File: config.mk
export PLATFORM = sky130hd
export DESIGN_NAME = maze_run_ctrl_flat
export DESIGN_NICKNAME = d
export VERILOG_FILES = /design/src/rtl/maze_run_ctrl_if.sv /design/src/rtl/maze_run_ctrl.sv /design/src/flat_wrapper.sv
export SDC_FILE = /design/constraint.sdc
export NUM_CORES = 1
export LEC_CHECK = 0
export ABC_AREA = 1
export CORE_MARGIN = 2
export CORE_UTILIZATION = 25
export CTS_BUF_LIST = sky130_fd_sc_hd__clkbuf_4 sky130_fd_sc_hd__clkbuf_8
export DETAILED_ROUTE_END_ITERATION = 8
export GPL_TIMING_DRIVEN = 0
export PLACE_DENSITY = 0.46
export SYNTH_ARGS = -nofsm -noshare
export SYNTH_HDL_FRONTEND = slang
export SYNTH_SLANG_ARGS = --single-unit
File: constraint.sdc
create_clock -name clk -period 2.95 [get_ports clk]
set_input_delay 0.295 -clock clk [delete_from_list [all_inputs] [get_ports clk]]
set_output_delay 0.295 -clock clk [all_outputs]
set_load 0.01 [all_outputs]
File: src/rtl/maze_run_ctrl_if.sv
// Bundle of the carver, player-move, VGA read and status signals around maze_run_ctrl.
interface maze_run_ctrl_if;
  logic         new_round;
  logic         carver_start;
  logic         carver_finish;
  logic [255:0] carver_maze;
  logic         move_valid;
  logic [1:0]   move_dir;
  logic         move_ack;
  logic         move_nak;
  logic [3:0]   player_x;
  logic [3:0]   player_y;
  logic [7:0]   rd_addr;
  logic         rd_data;
  logic [2:0]   state;
  logic         won;
  logic         error;

  // master is the surrounding system (carver, player input, renderer); slave is the controller
  modport master (
    output new_round, carver_finish, carver_maze, move_valid, move_dir, rd_addr,
    input  carver_start, move_ack, move_nak, player_x, player_y, rd_data, state, won, error
  );

  modport slave (
    input  new_round, carver_finish, carver_maze, move_valid, move_dir, rd_addr,
    output carver_start, move_ack, move_nak, player_x, player_y, rd_data, state, won, error
  );
endinterface

File: src/rtl/maze_run_ctrl.sv
// Round sequencer: launch and qualify the maze carver, snapshot its map, serve it to VGA,
// then track the player until the goal cell is reached.
module maze_run_ctrl #(
  parameter int unsigned START_CYCLES   = 4,
  parameter int unsigned MIN_GEN_CYCLES = 64,
  parameter int unsigned MAX_GEN_CYCLES = 65535,
  parameter int unsigned MAX_RETRIES    = 3,
  parameter int unsigned GOAL_X         = 15,
  parameter int unsigned GOAL_Y         = 15
) (
  input  logic           clk,
  input  logic           rst_n,
  maze_run_ctrl_if.slave bus
);

  typedef enum logic [2:0] {
    S_IDLE    = 3'd0,
    S_LAUNCH  = 3'd1,
    S_GEN     = 3'd2,
    S_CAPTURE = 3'd3,
    S_PLAY    = 3'd4,
    S_WIN     = 3'd5,
    S_ERROR   = 3'd6
  } state_t;

  localparam logic [15:0]  START_LAST = 16'(START_CYCLES - 1);
  localparam logic [15:0]  MIN_C      = 16'(MIN_GEN_CYCLES);
  localparam logic [15:0]  MAX_C      = 16'(MAX_GEN_CYCLES);
  localparam logic [7:0]   RETRY_MAX  = 8'(MAX_RETRIES);
  localparam logic [3:0]   GX         = 4'(GOAL_X);
  localparam logic [3:0]   GY         = 4'(GOAL_Y);
  localparam logic [255:0] FORCED     = (256'd1) | (256'd1 << (GOAL_Y * 16 + GOAL_X));

  state_t       cur, nxt;
  logic [15:0]  cnt;
  logic [7:0]   retry;
  logic [255:0] snap;
  logic [3:0]   px, py;
  logic         ack, nak, rd_q;

  logic         cnt_clr, retry_clr, retry_inc, snap_clr, snap_load, move_go;
  logic [3:0]   tx, ty;
  logic         in_range, move_ok;

  // Target cell of a requested move; edges are rejected rather than wrapped.
  always_comb begin
    tx       = px;
    ty       = py;
    in_range = 1'b1;
    case (bus.move_dir)
      2'b00: begin in_range = (py != 4'd0);  ty = py - 4'd1; end
      2'b01: begin in_range = (px != 4'd0);  tx = px - 4'd1; end
      2'b10: begin in_range = (py != 4'd15); ty = py + 4'd1; end
      default: begin in_range = (px != 4'd15); tx = px + 4'd1; end
    endcase
    move_ok = in_range && snap[{ty, tx}];
  end

  always_ff @(posedge clk) begin
    if (!rst_n) cur <= S_IDLE;
    else        cur <= nxt;
  end

  always_comb begin
    nxt       = cur;
    cnt_clr   = 1'b0;
    retry_clr = 1'b0;
    retry_inc = 1'b0;
    snap_clr  = 1'b0;
    snap_load = 1'b0;
    move_go   = 1'b0;
    case (cur)
      S_IDLE: begin
        if (bus.new_round) begin
          nxt       = S_LAUNCH;
          cnt_clr   = 1'b1;
          retry_clr = 1'b1;
          snap_clr  = 1'b1;
        end
      end
      S_LAUNCH: begin
        if (cnt == START_LAST) begin
          nxt     = S_GEN;
          cnt_clr = 1'b1;
        end
      end
      S_GEN: begin
        // A qualified finish takes priority over a timeout on the same cycle.
        if ((cnt >= MIN_C) && bus.carver_finish) begin
          nxt = S_CAPTURE;
        end else if (cnt >= MAX_C) begin
          cnt_clr = 1'b1;
          if (retry < RETRY_MAX) begin
            retry_inc = 1'b1;
            nxt       = S_LAUNCH;
          end else begin
            nxt = S_ERROR;
          end
        end
      end
      S_CAPTURE: begin
        snap_load = 1'b1;
        nxt       = S_PLAY;
      end
      S_PLAY: begin
        if (bus.move_valid) begin
          move_go = 1'b1;
          if (move_ok && (tx == GX) && (ty == GY)) nxt = S_WIN;
        end
      end
      S_WIN: begin
        if (bus.new_round) begin
          nxt       = S_LAUNCH;
          cnt_clr   = 1'b1;
          retry_clr = 1'b1;
          snap_clr  = 1'b1;
        end
      end
      S_ERROR: begin
        if (bus.new_round) begin
          nxt       = S_LAUNCH;
          cnt_clr   = 1'b1;
          retry_clr = 1'b1;
        end
      end
      default: nxt = S_IDLE;
    endcase
  end

  // One counter serves both the launch pulse width and the generation window.
  always_ff @(posedge clk) begin
    if (!rst_n)                            cnt <= 16'd0;
    else if (cnt_clr)                      cnt <= 16'd0;
    else if (cur == S_LAUNCH || cur == S_GEN) cnt <= cnt + 16'd1;
  end

  always_ff @(posedge clk) begin
    if (!rst_n)         retry <= 8'd0;
    else if (retry_clr) retry <= 8'd0;
    else if (retry_inc) retry <= retry + 8'd1;
  end

  always_ff @(posedge clk) begin
    if (!rst_n)         snap <= '0;
    else if (snap_clr)  snap <= '0;
    else if (snap_load) snap <= bus.carver_maze | FORCED;
  end

  always_ff @(posedge clk) begin
    if (!rst_n) begin
      px  <= 4'd0;
      py  <= 4'd0;
      ack <= 1'b0;
      nak <= 1'b0;
    end else begin
      ack <= move_go && move_ok;
      nak <= move_go && !move_ok;
      if (snap_load) begin
        px <= 4'd0;
        py <= 4'd0;
      end else if (move_go && move_ok) begin
        px <= tx;
        py <= ty;
      end
    end
  end

  always_ff @(posedge clk) begin
    if (!rst_n) rd_q <= 1'b0;
    else        rd_q <= snap[bus.rd_addr];
  end

  assign bus.carver_start = (cur == S_LAUNCH);
  assign bus.move_ack     = ack;
  assign bus.move_nak     = nak;
  assign bus.player_x     = px;
  assign bus.player_y     = py;
  assign bus.rd_data      = rd_q;
  assign bus.state        = cur;
  assign bus.won          = (cur == S_WIN);
  assign bus.error        = (cur == S_ERROR);

endmodule
File: src/flat_wrapper.sv
// flat-port wrapper written by rule: the top's interface ports become plain ports
module maze_run_ctrl_flat 
#(
  parameter int unsigned START_CYCLES   = 4,
  parameter int unsigned MIN_GEN_CYCLES = 64,
  parameter int unsigned MAX_GEN_CYCLES = 65535,
  parameter int unsigned MAX_RETRIES    = 3,
  parameter int unsigned GOAL_X         = 15,
  parameter int unsigned GOAL_Y         = 15
)
  (clk, rst_n, bus_new_round, bus_carver_finish, bus_carver_maze, bus_move_valid, bus_move_dir, bus_rd_addr, bus_carver_start, bus_move_ack, bus_move_nak, bus_player_x, bus_player_y, bus_rd_data, bus_state, bus_won, bus_error);
  maze_run_ctrl_if bus_i ();
  input  logic clk;
  input  logic rst_n;
  input wire logic [$bits(bus_i.new_round)-1:0] bus_new_round;
  input wire logic [$bits(bus_i.carver_finish)-1:0] bus_carver_finish;
  input wire logic [$bits(bus_i.carver_maze)-1:0] bus_carver_maze;
  input wire logic [$bits(bus_i.move_valid)-1:0] bus_move_valid;
  input wire logic [$bits(bus_i.move_dir)-1:0] bus_move_dir;
  input wire logic [$bits(bus_i.rd_addr)-1:0] bus_rd_addr;
  output wire logic [$bits(bus_i.carver_start)-1:0] bus_carver_start;
  output wire logic [$bits(bus_i.move_ack)-1:0] bus_move_ack;
  output wire logic [$bits(bus_i.move_nak)-1:0] bus_move_nak;
  output wire logic [$bits(bus_i.player_x)-1:0] bus_player_x;
  output wire logic [$bits(bus_i.player_y)-1:0] bus_player_y;
  output wire logic [$bits(bus_i.rd_data)-1:0] bus_rd_data;
  output wire logic [$bits(bus_i.state)-1:0] bus_state;
  output wire logic [$bits(bus_i.won)-1:0] bus_won;
  output wire logic [$bits(bus_i.error)-1:0] bus_error;
  assign bus_i.new_round = bus_new_round;
  assign bus_i.carver_finish = bus_carver_finish;
  assign bus_i.carver_maze = bus_carver_maze;
  assign bus_i.move_valid = bus_move_valid;
  assign bus_i.move_dir = bus_move_dir;
  assign bus_i.rd_addr = bus_rd_addr;
  assign bus_carver_start = bus_i.carver_start;
  assign bus_move_ack = bus_i.move_ack;
  assign bus_move_nak = bus_i.move_nak;
  assign bus_player_x = bus_i.player_x;
  assign bus_player_y = bus_i.player_y;
  assign bus_rd_data = bus_i.rd_data;
  assign bus_state = bus_i.state;
  assign bus_won = bus_i.won;
  assign bus_error = bus_i.error;
  maze_run_ctrl #(.START_CYCLES(START_CYCLES), .MIN_GEN_CYCLES(MIN_GEN_CYCLES), .MAX_GEN_CYCLES(MAX_GEN_CYCLES), .MAX_RETRIES(MAX_RETRIES), .GOAL_X(GOAL_X), .GOAL_Y(GOAL_Y)) u_core (.clk(clk), .rst_n(rst_n), .bus(bus_i));
endmodule
==> flow_metrics.py <==
metrics = {
    "sta": {
        "setup_slack_ns": -0.00454,
        "post-route-period-util_pct": 100,
        "setup_tns_ns": -0.00454,
        "hold_slack_ns": 0.197,
        "setup_viol": 1,
        "skew_ns": 0.0251,
        "tightestPinTransition_ns": 1.23,
        "drv_slew": 0,
        "max_slew_margin_pct": 18.3,
        "finalHoldViolCount": 0,
        "max_freq_ghz": 0.338,
        "rsz0062_at_grt": "yes",
        "period_needed_ns": 2.95,
    },
    "floorplanning": {
        "dieArea_mm2": 0.0648,
        "start_util_pct": 25.4,
        "die-height_um": 255,
        "die_x_um": 255,
        "rows": 91,
        "core_mm2": 0.0619,
        "ioPinCount": 288,
    },
    "critical_path": {
        "critPathMostFrequentCell": "o21ai_0",
        "critical_path.max_stage_delay_ns": 0.78,
        "path_cells": "clkdlybuf4s50_1 > inv_2 > clkbuf_1 > o21ai_0 > o22ai_1 > o21ai_0 > o221ai_1 > nand3_1 > nand2_1 > o211ai_1 > a21oi_1",
        "crit_path_start": "bus_rd_addr[1]",
        "crit_path_top_delay_cell": "clkbuf_1",
        "worstSetupStartpointType": "input port",
        "crit_type": "input port to flip-flop",
        "crit_path_max_fanout": 10,
        "required_ns": 3.49,
        "cp-end-kind": "flip-flop",
        "worst_r2r_startpoint": "u_core.bus.player_x[1]$_SDFFE_PP0P_",
        "crit_arrival_ns": 3.50,
    },
    "synthesis": {
        "synthesis.nets": 2814,
        "syn_inst": 2536,
        "yosys_warnings": 0,
        "ys_types": 40,
        "ys_seq_area_share_pct": 37.3,
        "yosys_register_bits": 293,
        "avgSynthCellArea_um2": 6.19,
        "syn-cell-area_mm2": 0.0157,
    },
    "cts": {
        "cts.htree.levels": 2,
        "cts.sinks": 293,
        "cts_buffers": 54,
        "clk_path_buf_depth": 3,
        "cts_tree": "yes",
        "clk_pin_slew_ns": 0.07,
        "clk_latency_ns": 0.67,
        "root_buffer": "clkbuf_8",
    },
    "global_routing": {
        "grt_use_total_pct": 27.2,
        "grt_pass1_wl_mm": 127,
        "antenna_found_initial": 3,
        "overflow": 0,
        "grtUsageMet2_pct": 43.3,
        "top_usage_layer": "met2",
        "grt_pass1_vias": 19100,
        "grt_start_max_net_pins": 15,
        "gr-usage-met3_pct": 5.87,
        "use_met1_pct": 34.7,
    },
    "min_path": {
        "min_from": "bus_carver_maze[87]",
        "holdCritPathClass": "input port to flip-flop",
    },
    "placed_design": {
        "place_congestion": 0.994,
        "hpwl_mm": 65.2,
        "io_buffer_count": 284,
    },
    "finish": {
        "syn_to_final_growth_pct": 40.1,
        "drive_gt1_share_pct": 10.7,
        "regArea_mm2": 0.00587,
        "fill_cells": 6793,
        "nNetsFinal": 3179,
        "mostFrequentLayoutCell": "nand2_1",
        "layout_common_cells": "nand2_1, dfxtp_1, clkdlybuf4s50_1, a21oi_1, nor2_1",
        "multi_input_area_mm2": 0.00930,
    },
    "routing": {
        "routed_wl_mm": 90.9,
        "vias": 19800,
        "drt-initial-drc-count": 2189,
        "wire_per_inst_um": 24.0,
        "dr.pass1.iters": 6,
        "drcViolationCount": 0,
        "detail-route-antenna-nets": 0,
        "viasPerCell": 5.23,
    },
    "status": {
        "violations": "negative setup slack",
        "status": "finished with violations",
    },
    "pwr": {
        "power_leakage_nw": 7.83,
        "p_per_area_mw_per_mm2": 568,
        "ir_drop_mv": 0.283,
    },
    "flow_run": {
        "cap_violations": 0,
    },
}
[worst paths after layout]
check / depth (start not counted) / slack [ns] / end
worst max-delay path: 11 / -0.005 / u_core.bus.rd_data$_SDFF_PN0_
worst min-delay path: 3 / 0.20 / u_core.snap[87]$_SDFFE_PP0P_
worst max register to register: 23 / 0.04 / u_core.bus.player_y[3]$_SDFFE_PP0P_
worst min register to register: 2 / 0.43 / u_core.retry[4]$_SDFFE_PP0P_
[report_power, final]
part	switching (mW)	internal [mW]	leakage, nW
logic	2.34	1.26	4.81
clock network	1.84	2.63	0.653
registers	0.260	4.18	2.36
[per-stage QoR]
step	utilization [%]	cells	area (um2)	total power, mW	setup slack [ns]
after floorplan	-	2536	15700	6.09	0.244
after global placement	31.6	3657	19600	7.63	-1.81
after detailed placement	31.6	3657	19600	7.65	-1.90
after CTS	34.4	3767	21300	12.3	-0.00205
after global routing	35.5	3782	22000	13.1	-0.0829
final	35.5	3782	22000	12.5	-0.00454
[timing repair]
item | CTS | global route
pin swaps | 22 | 47
endpoints found under the setup margin | 14 | 19
cloned | 3 | 6
resized for setup | 133 | 180
buffers inserted | 8 | 7
hold buffers | 0 | 0
[final cells by class]
type,count,share of cell area [%]
tap,837,4.76
clock buffer,84,4.80
sequential,293,26.7
inverter,75,1.32
antenna,1,0.0114
multi-input combinational,1981,42.2
buffer,187,4.91
timing repair buffer,309,14.4
clock inverter,15,0.858
[critical path, delay by kind of cell]
kind,cells,cell delay [ns]
and+or+nand+nor,2,0.27
buffers and inverters,3,1.56
AOI/OAI and AO/OA,6,1.36
[per-layer routing]
| layer | part of all wire, % | wire (um) |
|---|---|---|
| met5 | 0.049 | 45 |
| met2 | 44 | 40000 |
| met1 | 41 | 37000 |
| met3 | 9.9 | 8980 |
| met4 | 5.4 | 4900 |
[logic make-up after synthesis]
kind of cell | count (synthesis) | synth area share [%]
buffers and inverters | 262 | 6.68
adders and majority gates | 7 | 0.605
xor gates and xnor gates | 8 | 0.446
AOI/OAI and AO/OA | 535 | 18.2
DFF | 293 | 37.3
and+or+nand+nor | 1431 | 36.7
[registers in the layout (all words and copies together), names as in the netlist]
name,flops
u_core.bus.move_nak,1
u_core.bus.state,3
u_core.snap,255
u_core.retry,8
u_core.cnt,16
u_core.bus.move_ack,1
u_core.bus.player_x,4
u_core.bus.rd_data,1
u_core.bus.player_y,4
[cells in the mapped netlist (all sizes together)]
| cell type | instances | area, um2 |
|---|---|---|
| nand2 | 940 | 3540 |
| dfxtp | 293 | 5870 |
| a21oi | 270 | 1350 |
| nand3 | 246 | 1240 |
| nor2 | 215 | 807 |
| o21ai | 168 | 841 |
| clkbuf | 137 | 514 |
| inv | 74 | 278 |
| o22ai | 64 | 400 |
| buf | 50 | 254 |
| o221ai | 15 | 131 |
| nor3 | 10 | 50.1 |
| nand4 | 7 | 43.8 |
| ha | 6 | 75.1 |
| o211ai | 6 | 45.0 |
| nor4 | 5 | 31.3 |
| xor2 | 5 | 43.8 |
| nor3b | 3 | 22.5 |
| xnor2 | 3 | 26.3 |
| a211oi | 2 | 15.0 |
| a31oi | 2 | 12.5 |
| o21a | 2 | 15.0 |
| o311ai | 2 | 17.5 |
| or2 | 2 | 12.5 |
| a21boi | 1 | 7.51 |
| a21o | 1 | 7.51 |
| and2 | 1 | 6.26 |
| clkinv | 1 | 3.75 |
| fa | 1 | 20.0 |
| nand3b | 1 | 7.51 |
| o31ai | 1 | 7.51 |
| o41ai | 1 | 8.76 |
| or4 | 1 | 7.51 |
(Power assumes the default switching activity.)
